`config.mk`:
```
export PLATFORM = sky130hd
export DESIGN_NAME = freq_gen_ctrl_flat
export DESIGN_NICKNAME = d
export VERILOG_FILES = /design/src/rtl/freq_gen_pkg.sv /design/src/rtl/freq_gen_ctrl_if.sv /design/src/rtl/fgc_watchdog.sv /design/src/rtl/freq_gen_ctrl.sv /design/src/flat_wrapper.sv
export SDC_FILE = /design/constraint.sdc
export NUM_CORES = 1
export LEC_CHECK = 0
export ABC_CLOCK_PERIOD_IN_PS = 2900
export CAP_MARGIN = 20
export CORE_MARGIN = 10
export CORE_UTILIZATION = 50
export DETAILED_ROUTE_END_ITERATION = 8
export HOLD_SLACK_MARGIN = 0.1
export PLACE_DENSITY = 0.88
export SYNTH_ARGS = -nofsm -noshare
export SYNTH_HDL_FRONTEND = slang
export SYNTH_HIERARCHICAL = 1
export SYNTH_SLANG_ARGS = --single-unit
```
`constraint.sdc`:
```
create_clock -name ref_clk -period 2.9 [get_ports ref_clk]
set_input_delay 0.58 -clock ref_clk [delete_from_list [all_inputs] [get_ports ref_clk]]
set_output_delay 0.58 -clock ref_clk [all_outputs]
set_load 0.01 [all_outputs]
```
`src/rtl/freq_gen_pkg.sv`:
```
// rtl/freq_gen_pkg.sv - shared types and constants for the frequency-synthesis sequencer
package freq_gen_pkg;

    typedef enum logic [2:0] {
        IDLE     = 3'd0,
        WAIT_CAL = 3'd1,
        LOAD     = 3'd2,
        COUNT    = 3'd3,
        ERR      = 3'd4
    } fgc_state_t;

    localparam int DEFAULT_TIMEOUT = 4096;
    localparam int K_W             = 8;
    localparam int N_W             = 3;

endpackage

```
`src/rtl/freq_gen_ctrl_if.sv`:
```
// rtl/freq_gen_ctrl_if.sv - sequencer <-> datapath signal bundle (master = sequencer)
interface freq_gen_ctrl_if;
    import freq_gen_pkg::*;

    logic           LdCnt;
    logic           counten;
    logic [N_W-1:0] n;
    logic           kcalc;
    logic [K_W-1:0] k;
    logic           cout;

    modport master (output LdCnt, output counten, output n,
                    input  kcalc, input  k,       input  cout);
    modport slave  (input  LdCnt, input  counten, input  n,
                    output kcalc, output k,       output cout);
endinterface

```
`src/rtl/fgc_watchdog.sv`:
```
// rtl/fgc_watchdog.sv - loadable down-counter used to bound the WAIT_CAL state
module fgc_watchdog #(
    parameter int W = 13
) (
    input  logic         ref_clk,
    input  logic         rst,
    input  logic         i_clear,
    input  logic [W-1:0] i_load_val,
    input  logic         i_en,
    output logic         o_expired
);
    logic [W-1:0] r_cnt;

    always_ff @(posedge ref_clk or posedge rst) begin
        if (rst) begin
            r_cnt <= '0;
        end else if (i_clear) begin
            r_cnt <= i_load_val;
        end else if (i_en && (r_cnt != '0)) begin
            r_cnt <= r_cnt - 1'b1;
        end
    end

    // Flags the edge on which the count reaches zero, so the caller can act on that same edge.
    assign o_expired = i_en && (r_cnt <= W'(1));
endmodule

```
`src/rtl/freq_gen_ctrl.sv`:
```
// rtl/freq_gen_ctrl.sv - measure/load/count/reload sequencer; optional WAIT_CAL timeout via FREQ_GEN_CTRL_WATCHDOG_EN
module freq_gen_ctrl
    import freq_gen_pkg::*;
#(
    parameter int TIMEOUT_CYCLES = DEFAULT_TIMEOUT,
    parameter int HP_W           = 16
) (
    input  logic              ref_clk,
    input  logic              rst,
    input  logic              start,
    input  logic              stop,
    input  logic [N_W-1:0]    n_in,
    freq_gen_ctrl_if.master   dp,
    output logic              busy,
    output logic              running,
    output logic              err,
    output logic [HP_W-1:0]   half_periods
);
    fgc_state_t      r_state;
    logic [N_W-1:0]  r_n;
    logic [HP_W-1:0] r_hp;
    logic            r_loaded;
    logic            w_degenerate;
    logic            w_unused;

    // A load value of 255 would give a zero-length half-period.
    assign w_degenerate = (dp.k[K_W-1:1] == '0);

`ifdef FREQ_GEN_CTRL_WATCHDOG_EN
    localparam int WD_W = $clog2(TIMEOUT_CYCLES + 1) + 1;
    logic w_wd_clear;
    logic w_wd_expired;

    assign w_wd_clear = (r_state == IDLE || r_state == ERR) && start && !stop;

    fgc_watchdog #(.W(WD_W)) u_watchdog (
        .ref_clk    (ref_clk),
        .rst        (rst),
        .i_clear    (w_wd_clear),
        .i_load_val (WD_W'(TIMEOUT_CYCLES - 1)),
        .i_en       (r_state == WAIT_CAL),
        .o_expired  (w_wd_expired)
    );
    assign w_unused = dp.k[0];
`else
    assign w_unused = dp.k[0] ^ (TIMEOUT_CYCLES != 0);
`endif

    always_ff @(posedge ref_clk or posedge rst) begin
        if (rst) begin
            r_state  <= IDLE;
            r_n      <= '0;
            r_hp     <= '0;
            r_loaded <= 1'b0;
        end else if (stop) begin
            r_state  <= IDLE;
            r_loaded <= 1'b0;
        end else begin
            case (r_state)
                IDLE, ERR: begin
                    if (start) begin
                        r_state  <= WAIT_CAL;
                        r_n      <= n_in;
                        r_hp     <= '0;
                        r_loaded <= 1'b0;
                    end
                end
                WAIT_CAL: begin
                    if (dp.kcalc) begin
                        r_state <= LOAD;
`ifdef FREQ_GEN_CTRL_WATCHDOG_EN
                    end else if (w_wd_expired) begin
                        r_state <= ERR;
`endif
                    end
                end
                LOAD: begin
                    if (w_degenerate) begin
                        r_state <= ERR;
                    end else begin
                        r_state  <= COUNT;
                        r_loaded <= 1'b1;
                        if (r_hp != '1) begin
                            r_hp <= r_hp + 1'b1;
                        end
                    end
                end
                COUNT: begin
                    if (dp.cout) begin
                        r_state <= LOAD;
                    end
                end
                default: r_state <= IDLE;
            endcase
        end
    end

    // Counting stops on terminal count so the datapath counter never wraps before reload.
    assign dp.LdCnt   = (r_state == LOAD);
    assign dp.counten = (r_state == COUNT) && !dp.cout;
    assign dp.n       = r_n;

    assign busy         = (r_state != IDLE);
    assign running      = (r_state == COUNT) || ((r_state == LOAD) && r_loaded);
    assign err          = (r_state == ERR);
    assign half_periods = r_hp;
endmodule

```
`src/flat_wrapper.sv`:
```
// flat-port wrapper written by rule: the top's interface ports become plain ports
module freq_gen_ctrl_flat import freq_gen_pkg::*;
#(
    parameter int TIMEOUT_CYCLES = DEFAULT_TIMEOUT,
    parameter int HP_W           = 16
)
  (ref_clk, rst, start, stop, n_in, busy, running, err, half_periods, dp_LdCnt, dp_counten, dp_n, dp_kcalc, dp_k, dp_cout);
  freq_gen_ctrl_if dp_i ();
  input  logic ref_clk;
  input  logic rst;
  input  logic start;
  input  logic stop;
  input  logic [N_W-1:0] n_in;
  output logic busy;
  output logic running;
  output logic err;
  output logic [HP_W-1:0] half_periods;
  output wire logic [$bits(dp_i.LdCnt)-1:0] dp_LdCnt;
  output wire logic [$bits(dp_i.counten)-1:0] dp_counten;
  output wire logic [$bits(dp_i.n)-1:0] dp_n;
  input wire logic [$bits(dp_i.kcalc)-1:0] dp_kcalc;
  input wire logic [$bits(dp_i.k)-1:0] dp_k;
  input wire logic [$bits(dp_i.cout)-1:0] dp_cout;
  assign dp_LdCnt = dp_i.LdCnt;
  assign dp_counten = dp_i.counten;
  assign dp_n = dp_i.n;
  assign dp_i.kcalc = dp_kcalc;
  assign dp_i.k = dp_k;
  assign dp_i.cout = dp_cout;
  freq_gen_ctrl #(.TIMEOUT_CYCLES(TIMEOUT_CYCLES), .HP_W(HP_W)) u_core (.ref_clk(ref_clk), .rst(rst), .start(start), .stop(stop), .n_in(n_in), .dp(dp_i), .busy(busy), .running(running), .err(err), .half_periods(half_periods));
endmodule
```
==> impl_metrics.sql, run 1 <==
INSERT INTO impl_metrics (metric_group, metric, value, unit) VALUES
('critical_path', 'critical_path_class', 'flop to primary output', ''),
('clock_network', 'cts.htree.levels', '1', ''),
('clock_network', 'path_clk_slew', '130', 'ps'),
('finish', 'drive_above_1_share', '0.103', ''),
('logic_synthesis', 'netlist.area_leader.share', '0.421', ''),
('clock_network', 'cts_buffer_depth', '2', ''),
('logic_synthesis', 'synthesis.nets', '164', ''),
('critical_path', 'maximum_cell_stage_delay_along_the_critical_path', '550', 'ps'),
('clock_network', 'cts_num_sinks', '23', ''),
('finish', 'nets', '204', ''),
('grt', 'first_global_vias', '1322', ''),
('logic_synthesis', 'yosys.cell_count.top_type', 'sky130_fd_sc_hd__dfrtp_1', ''),
('drt', 'vias_per_cell', '6.15', ''),
('logic_synthesis', 'post_synth_most_frequent_cells', '23 x sky130_fd_sc_hd__dfrtp_1, 14 x sky130_fd_sc_hd__nand2_1, 13 x sky130_fd_sc_hd__a21oi_1, 11 x sky130_fd_sc_hd__nor2_1, 10 x sky130_fd_sc_hd__nand3_1', ''),
('sta', 'timing.fmax', '406', 'MHz'),
('placement', 'dp_hpwl', '3040', 'um'),
('grt', 'grt_start_max_net_pins', '24', ''),
('grt', 'grt_util_all_layers', '0.146', ''),
('finish', 'area_growth_syn_to_layout', '31.3', '%'),
('sta', 'timing.final.hold_violations', '0', ''),
('logic_synthesis', 'synth-seq-area-share', '0.421', ''),
('drt', 'drt-wirelength-per-cell', '18.0', 'um'),
('logic_synthesis', 'synthDistinctLibCells', '47', ''),
('logic_synthesis', 'asyncSetResetFlopFracSynth', '1.00', ''),
('sta', 'setup_viol', '0', ''),
('grt', 'grt_first_pass_wirelength', '6210', 'um'),
('critical_path', 'critPathMostFrequentCell', 'sky130_fd_sc_hd__nor2_1', ''),
('drt', 'detail-route-antenna-nets', '0', ''),
('critical_path', 'path_max_fanout', '8', ''),
('critical_path', 'worstPathArrival', '1880', 'ps'),
('grt', 'congestion_overflow_gr', '0', ''),
('logic_synthesis', 'synth_area_in_xor_xnor', '0.00640', ''),
('logic_synthesis', 'synth_largest_area_cell', 'sky130_fd_sc_hd__dfrtp_1', ''),
('floorplan', 'num_io_pins', '41', ''),
('power', 'seqPwrFrac', '0.546', ''),
('sta', 'finalCritPeriodShare', '0.849', ''),
('floorplan', 'floorplan.rows', '18', ''),
('job', 'timing.max_cap.violations', '0', ''),
('outcome', 'status', 'complete, no violations', ''),
('placement', 'gp_congestion', '0.895', ''),
('clock_network', 'tritoncts', 'built', ''),
('clock_network', 'ctsHoldBuffers', '0', ''),
('grt', 'antenna_violations_before_repair', '0', ''),
('logic_synthesis', 'postSynth.topFlopCell', 'sky130_fd_sc_hd__dfrtp_1', ''),
('sta', 'final.setup_skew', '4.46', 'ps'),
('critical_path', 'crit_path_start_kind', 'flop', ''),
('logic_synthesis', 'synth_compound_area_frac', '0.228', ''),
('power', 'switching_power', '190', 'uW'),
('floorplan', 'start_util', '0.537', ''),
('power', 'worst_ir_drop_vdd', '0.318', 'mV'),
('finish', 'final.fill_count', '208', ''),
('drt', 'drtIter0Drc', '90', ''),
('power', 'power.share.switching', '0.285', ''),
('critical_path', 'path_cells', 'nor2_1 > inv_1 > nor2_1 > clkdlybuf4s50_1', ''),
('critical_path', 'path_delay_family', 'buffers and inverters', ''),
('drt', 'vias', '1323', ''),
('power', 'cellLeakagePower', '0.000694', 'uW'),
('power', 'cell_internal_pwr', '475', 'uW'),
('critical_path', 'critical_path_rt', '2320', 'ps'),
('clock_network', 'clk_latency', '310', 'ps'),
('power', 'power.share.clock', '0.222', ''),
('power', 'power.share.combinational', '0.232', ''),
('floorplan', 'coreArea', '2540', 'sq um'),
('clock_network', 'cts_buffer_count', '3', ''),
('drt', 'drcViolationCount', '0', ''),
('clock_network', 'cts_root_buf', 'sky130_fd_sc_hd__clkbuf_4', ''),
('critical_path', 'cp.buffers_inverters', '2', ''),
('floorplan', 'die_area', '5230', 'sq um'),
('clock_network', 'postCtsSetupRepairBufs', '0', ''),
('logic_synthesis', 'postSynthCellCount', '146', ''),
('logic_synthesis', 'synth_fa_ha_area_frac', '0.00915', '');
-- placed cells by master, fill, tap and decap left out, types with 2 or more instances in the layout --
master and n:
sky130_fd_sc_hd__a21oi_1 13, sky130_fd_sc_hd__a221o_1 6, sky130_fd_sc_hd__and3_1 2, sky130_fd_sc_hd__clkbuf_4 3, sky130_fd_sc_hd__clkdlybuf4s50_1 39, sky130_fd_sc_hd__dfrtp_1 23
sky130_fd_sc_hd__inv_1 8, sky130_fd_sc_hd__mux2_2 3, sky130_fd_sc_hd__mux2i_1 4, sky130_fd_sc_hd__nand2_1 14, sky130_fd_sc_hd__nand3_1 10, sky130_fd_sc_hd__nand4_1 3
sky130_fd_sc_hd__nor2_1 11, sky130_fd_sc_hd__nor3_1 4, sky130_fd_sc_hd__nor4_1 3, sky130_fd_sc_hd__o211ai_1 2, sky130_fd_sc_hd__o21ai_0 5, sky130_fd_sc_hd__or2_1 2
sky130_fd_sc_hd__or3_1 2
-- worst paths after layout --
kind,start,to,slack (ps),cells after the start
hold reg to reg,u_core/dp.n[2],u_core/dp.n[2],520,1
hold / removal,u_core/dp.n[2],u_core/dp.n[2],520,1
max in group asynchronous,rst,u_core/half_periods[14],1630,2
min in group asynchronous,rst,u_core/half_periods[1],730,2
setup reg to reg,u_core/half_periods[0],u_core/half_periods[9],570,6
setup / recovery,u_core/r_state[0],err,440,4
-- cells by family after synthesis --
logic type,Yosys count
AND/OR/NAND/NOR,60
AO/OA/AOI/OAI,41
flip-flops,23
buffers and inverters,13
multiplexers,7
XOR/XNOR,1
adder cells (fa/ha/maj),1
-- layout make-up --
type,count,area [sq um],share of cell area
Clock buffer,3,22.5,0.0125
Clock inverter,1,5.00,0.00279
Inverter,8,30.0,0.0167
Multi-Input combinational cell,110,727,0.405
Sequential cell,23,576,0.321
Tap cell,30,37.5,0.0209
Timing Repair Buffer,40,398,0.222
-- metrics by stage --
step / worst slack, ps / hold WS [ps] / std cells / util / instance area (sq um)
2_1_floorplan: 826 / 482 / 146 / - / 1370
3_3_place_gp: 327 / 490 / 211 / 0.695 / 1770
3_5_place_dp: 206 / 498 / 211 / 0.695 / 1770
4_1_cts: 427 / 528 / 215 / 0.706 / 1800
5_1_grt: 286 / 552 / 215 / 0.706 / 1800
6_report: 438 / 524 / 215 / 0.706 / 1800
-- state kept, by name, summed over array words and instances, names as in the netlist --
name                 flops
u_core/half_periods     16
u_core/r_state           3
u_core/r_loaded          1
u_core/dp.n              3
-- worst register-to-register path: stages, from the launching register on --
cell and delay (ps):
sky130_fd_sc_hd__dfrtp_1 470, sky130_fd_sc_hd__ha_1 260, sky130_fd_sc_hd__nand4_1 230, sky130_fd_sc_hd__or2_1 420, sky130_fd_sc_hd__o211a_4 370, sky130_fd_sc_hd__and3_2 220, sky130_fd_sc_hd__a221o_1 260
-- power by group through the flow --
stage                     Combinational [uW]  Clock, uW  Sequential [uW]
after floorplan                         67.5          0              373
after global placement                   151          0              368
after detailed placement                 156          0              369
after CTS                                157        153              363
after global routing                     167        165              367
final                                    154        148              363
-- metal layers --
metal | wire length (um) | global-route usage | part of all wire
met5 | 0 | 0 | 0
met4 | 64 | 0.0473 | 0.017
met3 | 372 | 0.0544 | 0.096
met2 | 1890 | 0.251 | 0.49
met1 | 1550 | 0.162 | 0.40
Note: power is estimated with default switching activity, not from simulation.
==> inputs of run 2 (changes only) <==
Settings changed: ABC_CLOCK_PERIOD_IN_PS 2900 to 2500, CORE_UTILIZATION 50 to 46, PLACE_DENSITY 0.88 to 0.82.
Clock period 2.9 ns to 2.5 ns, I/O delays scaled along.
==> impl_metrics.sql, run 2 (synthesis gave the netlist of run 1 again) <==
INSERT INTO impl_metrics (metric_group, metric, value, unit) VALUES
('critical_path', 'crit_path_start_kind', 'primary input', ''),
('floorplan', 'die_area', '5550', 'sq um'),
('floorplan', 'num_io_pins', '41', ''),
('job', 'timing.max_cap.violations', '0', ''),
('power', 'power_density_normalized_to_cell_area', '432', 'nW/um^2'),
('sta', 'timing_max_transition_violations_final', '0', ''),
('placement', 'dp_hpwl', '3090', 'um'),
('sta', 'post-route-min-period', '2370', 'ps'),
('finish', 'flip_flop_count_of_the_largest_register_all_copies_and_words_added', '16', ''),
('finish', 'layout.cells.most_common_list', '39 x sky130_fd_sc_hd__clkdlybuf4s50_1, 23 x sky130_fd_sc_hd__dfrtp_1, 14 x sky130_fd_sc_hd__nand2_1', ''),
('sta', 'timing.final.hold_violations', '0', ''),
('sta', 'fin_tns_setup', '0', 'ps'),
('critical_path', 'critPathMostFrequentCell', 'sky130_fd_sc_hd__clkdlybuf4s50_1', ''),
('drt', 'drtIter0Drc', '148', ''),
('sta', 'finalCritPeriodShare', '0.947', ''),
('sta', 'final.setup_skew', '6.44', 'ps'),
('drt', 'vias_per_cell', '6.00', ''),
('power', 'worst_ir_drop_vdd', '0.285', 'mV'),
('placement', 'io_buffer_count', '39', ''),
('finish', 'nets', '210', ''),
('clock_network', 'cts_resized', '0', ''),
('power', 'power_after_layout', '796', 'uW'),
('grt', 'grt_start_max_net_pins', '24', ''),
('sta', 'setup_viol', '0', ''),
('drt', 'vias', '1331', ''),
('critical_path', 'path_max_fanout', '2', ''),
('clock_network', 'cts_buffer_depth', '2', ''),
('sta', 'timing.fmax', '422', 'MHz'),
('drt', 'drt_wl_total', '3990', 'um'),
('drt', 'drt-wirelength-per-cell', '18.0', 'um'),
('finish', 'drive_above_1_share', '0.136', ''),
('finish', 'mostFrequentLayoutCell', 'sky130_fd_sc_hd__clkdlybuf4s50_1', ''),
('drt', 'iteration_count_of_the_initial_detailed_routing_pass', '4', ''),
('critical_path', 'crit_path_top_delay_cell', 'sky130_fd_sc_hd__clkdlybuf4s50_1', ''),
('critical_path', 'maximum_cell_stage_delay_along_the_critical_path', '600', 'ps'),
('floorplan', 'chipHeight', '74.5', 'um'),
('sta', 'worst_slew_margin_rel', '0.656', ''),
('critical_path', 'timing.rr.start', 'u_core/half_periods[0]', ''),
('clock_network', 'clk_latency', '320', 'ps'),
('critical_path', 'r2r_setup_slack', '270', 'ps'),
('clock_network', 'cts_buffer_count', '3', ''),
('hold_path', 'hold_path.class', 'primary input to asynchronous set/reset pin', ''),
('critical_path', 'cp.buffers_inverters', '2', ''),
('grt', 'first_global_vias', '1311', ''),
('clock_network', 'tritoncts', 'built', ''),
('critical_path', 'r2r_end', 'u_core/half_periods[9]', ''),
('critical_path', 'r2r_cells', '6', ''),
('critical_path', 'critical_path_class', 'primary input to primary output', ''),
('clock_network', 'cts_root_buf', 'sky130_fd_sc_hd__clkbuf_4', ''),
('clock_network', 'cts.htree.levels', '1', ''),
('drt', 'drcViolationCount', '0', ''),
('grt', 'grt_first_pass_wirelength', '6570', 'um'),
('clock_network', 'path_clk_slew', '140', 'ps'),
('critical_path', 'path_cells', 'clkdlybuf4s50_1 > nor4bb_1 > clkdlybuf4s50_1', ''),
('critical_path', 'path_delay_family', 'buffers and inverters', ''),
('finish', 'antenna-diode-count', '0', ''),
('placement', 'gp_congestion', '0.818', ''),
('drt', 'detail-route-antenna-nets', '0', ''),
('floorplan', 'floorplan.rows', '19', ''),
('critical_path', 'element_type_at_the_critical_path_end', 'primary output', ''),
('floorplan', 'die_x', '74.5', 'um'),
('sta', 'worst_margin_pin_slew', '511', 'ps'),
('finish', 'area_growth_syn_to_layout', '34.9', '%'),
('clock_network', 'cts_num_sinks', '23', ''),
('sta', 'unrepaired_setup_endpoints_after_global_routing', 'false', ''),
('grt', 'grt_util_all_layers', '0.149', ''),
('clock_network', 'postCtsSetupRepairBufs', '0', ''),
('clock_network', 'ctsHoldBuffers', '0', ''),
('critical_path', 'worstPathArrival', '1870', 'ps'),
('power', 'cellLeakagePower', '0.000723', 'uW'),
('grt', 'congestion_overflow_gr', '0', ''),
('critical_path', 'critical_path_rt', '2000', 'ps'),
('outcome', 'status', 'complete, no violations', ''),
('floorplan', 'coreArea', '2810', 'sq um'),
('grt', 'antenna_violations_before_repair', '0', ''),
('floorplan', 'start_util', '0.488', '');
[run 2: cell types whose count changed in the layout (fill, tap and decap cells not counted), sizes merged]
cell,change
buf,+6
[run 2: tightest hold or removal path, cell delays in order]
cell and delay [ps]:
sky130_fd_sc_hd__clkdlybuf4s50_1 400, sky130_fd_sc_hd__inv_1 50, sky130_fd_sc_hd__buf_4 290
[run 2: cell type report]
| class | count | area (sq um) |
|---|---|---|
| Clock buffer | 3 | 22.5 |
| Clock inverter | 1 | 5.00 |
| Fill cell | 243 | 961 |
| Inverter | 8 | 30.0 |
| Multi-Input combinational cell | 110 | 729 |
| Sequential cell | 23 | 576 |
| Tap cell | 31 | 38.8 |
| Timing Repair Buffer | 46 | 443 |
[run 2: worst max-delay path by stage]
stage	from	end	slack [ps]	cells past startpoint
floorplan	u_core/half_periods[0]	u_core/half_periods[6]	430	7
global placement	dp_cout	u_core/half_periods[6]	120	6
detailed placement	dp_cout	u_core/half_periods[11]	30	6
CTS	u_core/r_state[0]	err	60	4
global route	u_core/r_state[0]	dp_counten	40	2
finish	dp_cout	dp_counten	130	3
[run 2: layer usage]
| layer | up-vias | wire length [um] | GRT usage |
|---|---|---|---|
| li1 | 641 | - | - |
| met3 | 4 | 268 | 0.0266 |
| met5 | - | 0 | 0 |
| met1 | 637 | 1570 | 0.178 |
| met4 | 0 | 59 | 0.0777 |
| met2 | 49 | 2080 | 0.250 |
[run 2: per-stage QoR]
| step | utilization | cell area, sq um | hold WS, ps | setup slack [ps] | instances |
|---|---|---|---|---|---|
| 6_report | 0.657 | 1840 | 508 | 131 | 222 |
| 5_1_grt | 0.657 | 1840 | 527 | 39.3 | 222 |
| 4_1_cts | 0.657 | 1840 | 514 | 56.3 | 222 |
| 3_5_place_dp | 0.647 | 1810 | 495 | 29.9 | 218 |
| 3_3_place_gp | 0.647 | 1810 | 492 | 116 | 218 |
| 2_1_floorplan | - | 1370 | 482 | 426 | 146 |
[run 2: power by group]
group | switching (uW) | internal [uW] | total, uW
registers | 28.3 | 396 | 424
logic | 89.3 | 104 | 193
clock network | 119 | 59.8 | 179
total | 237 | 559 | 796
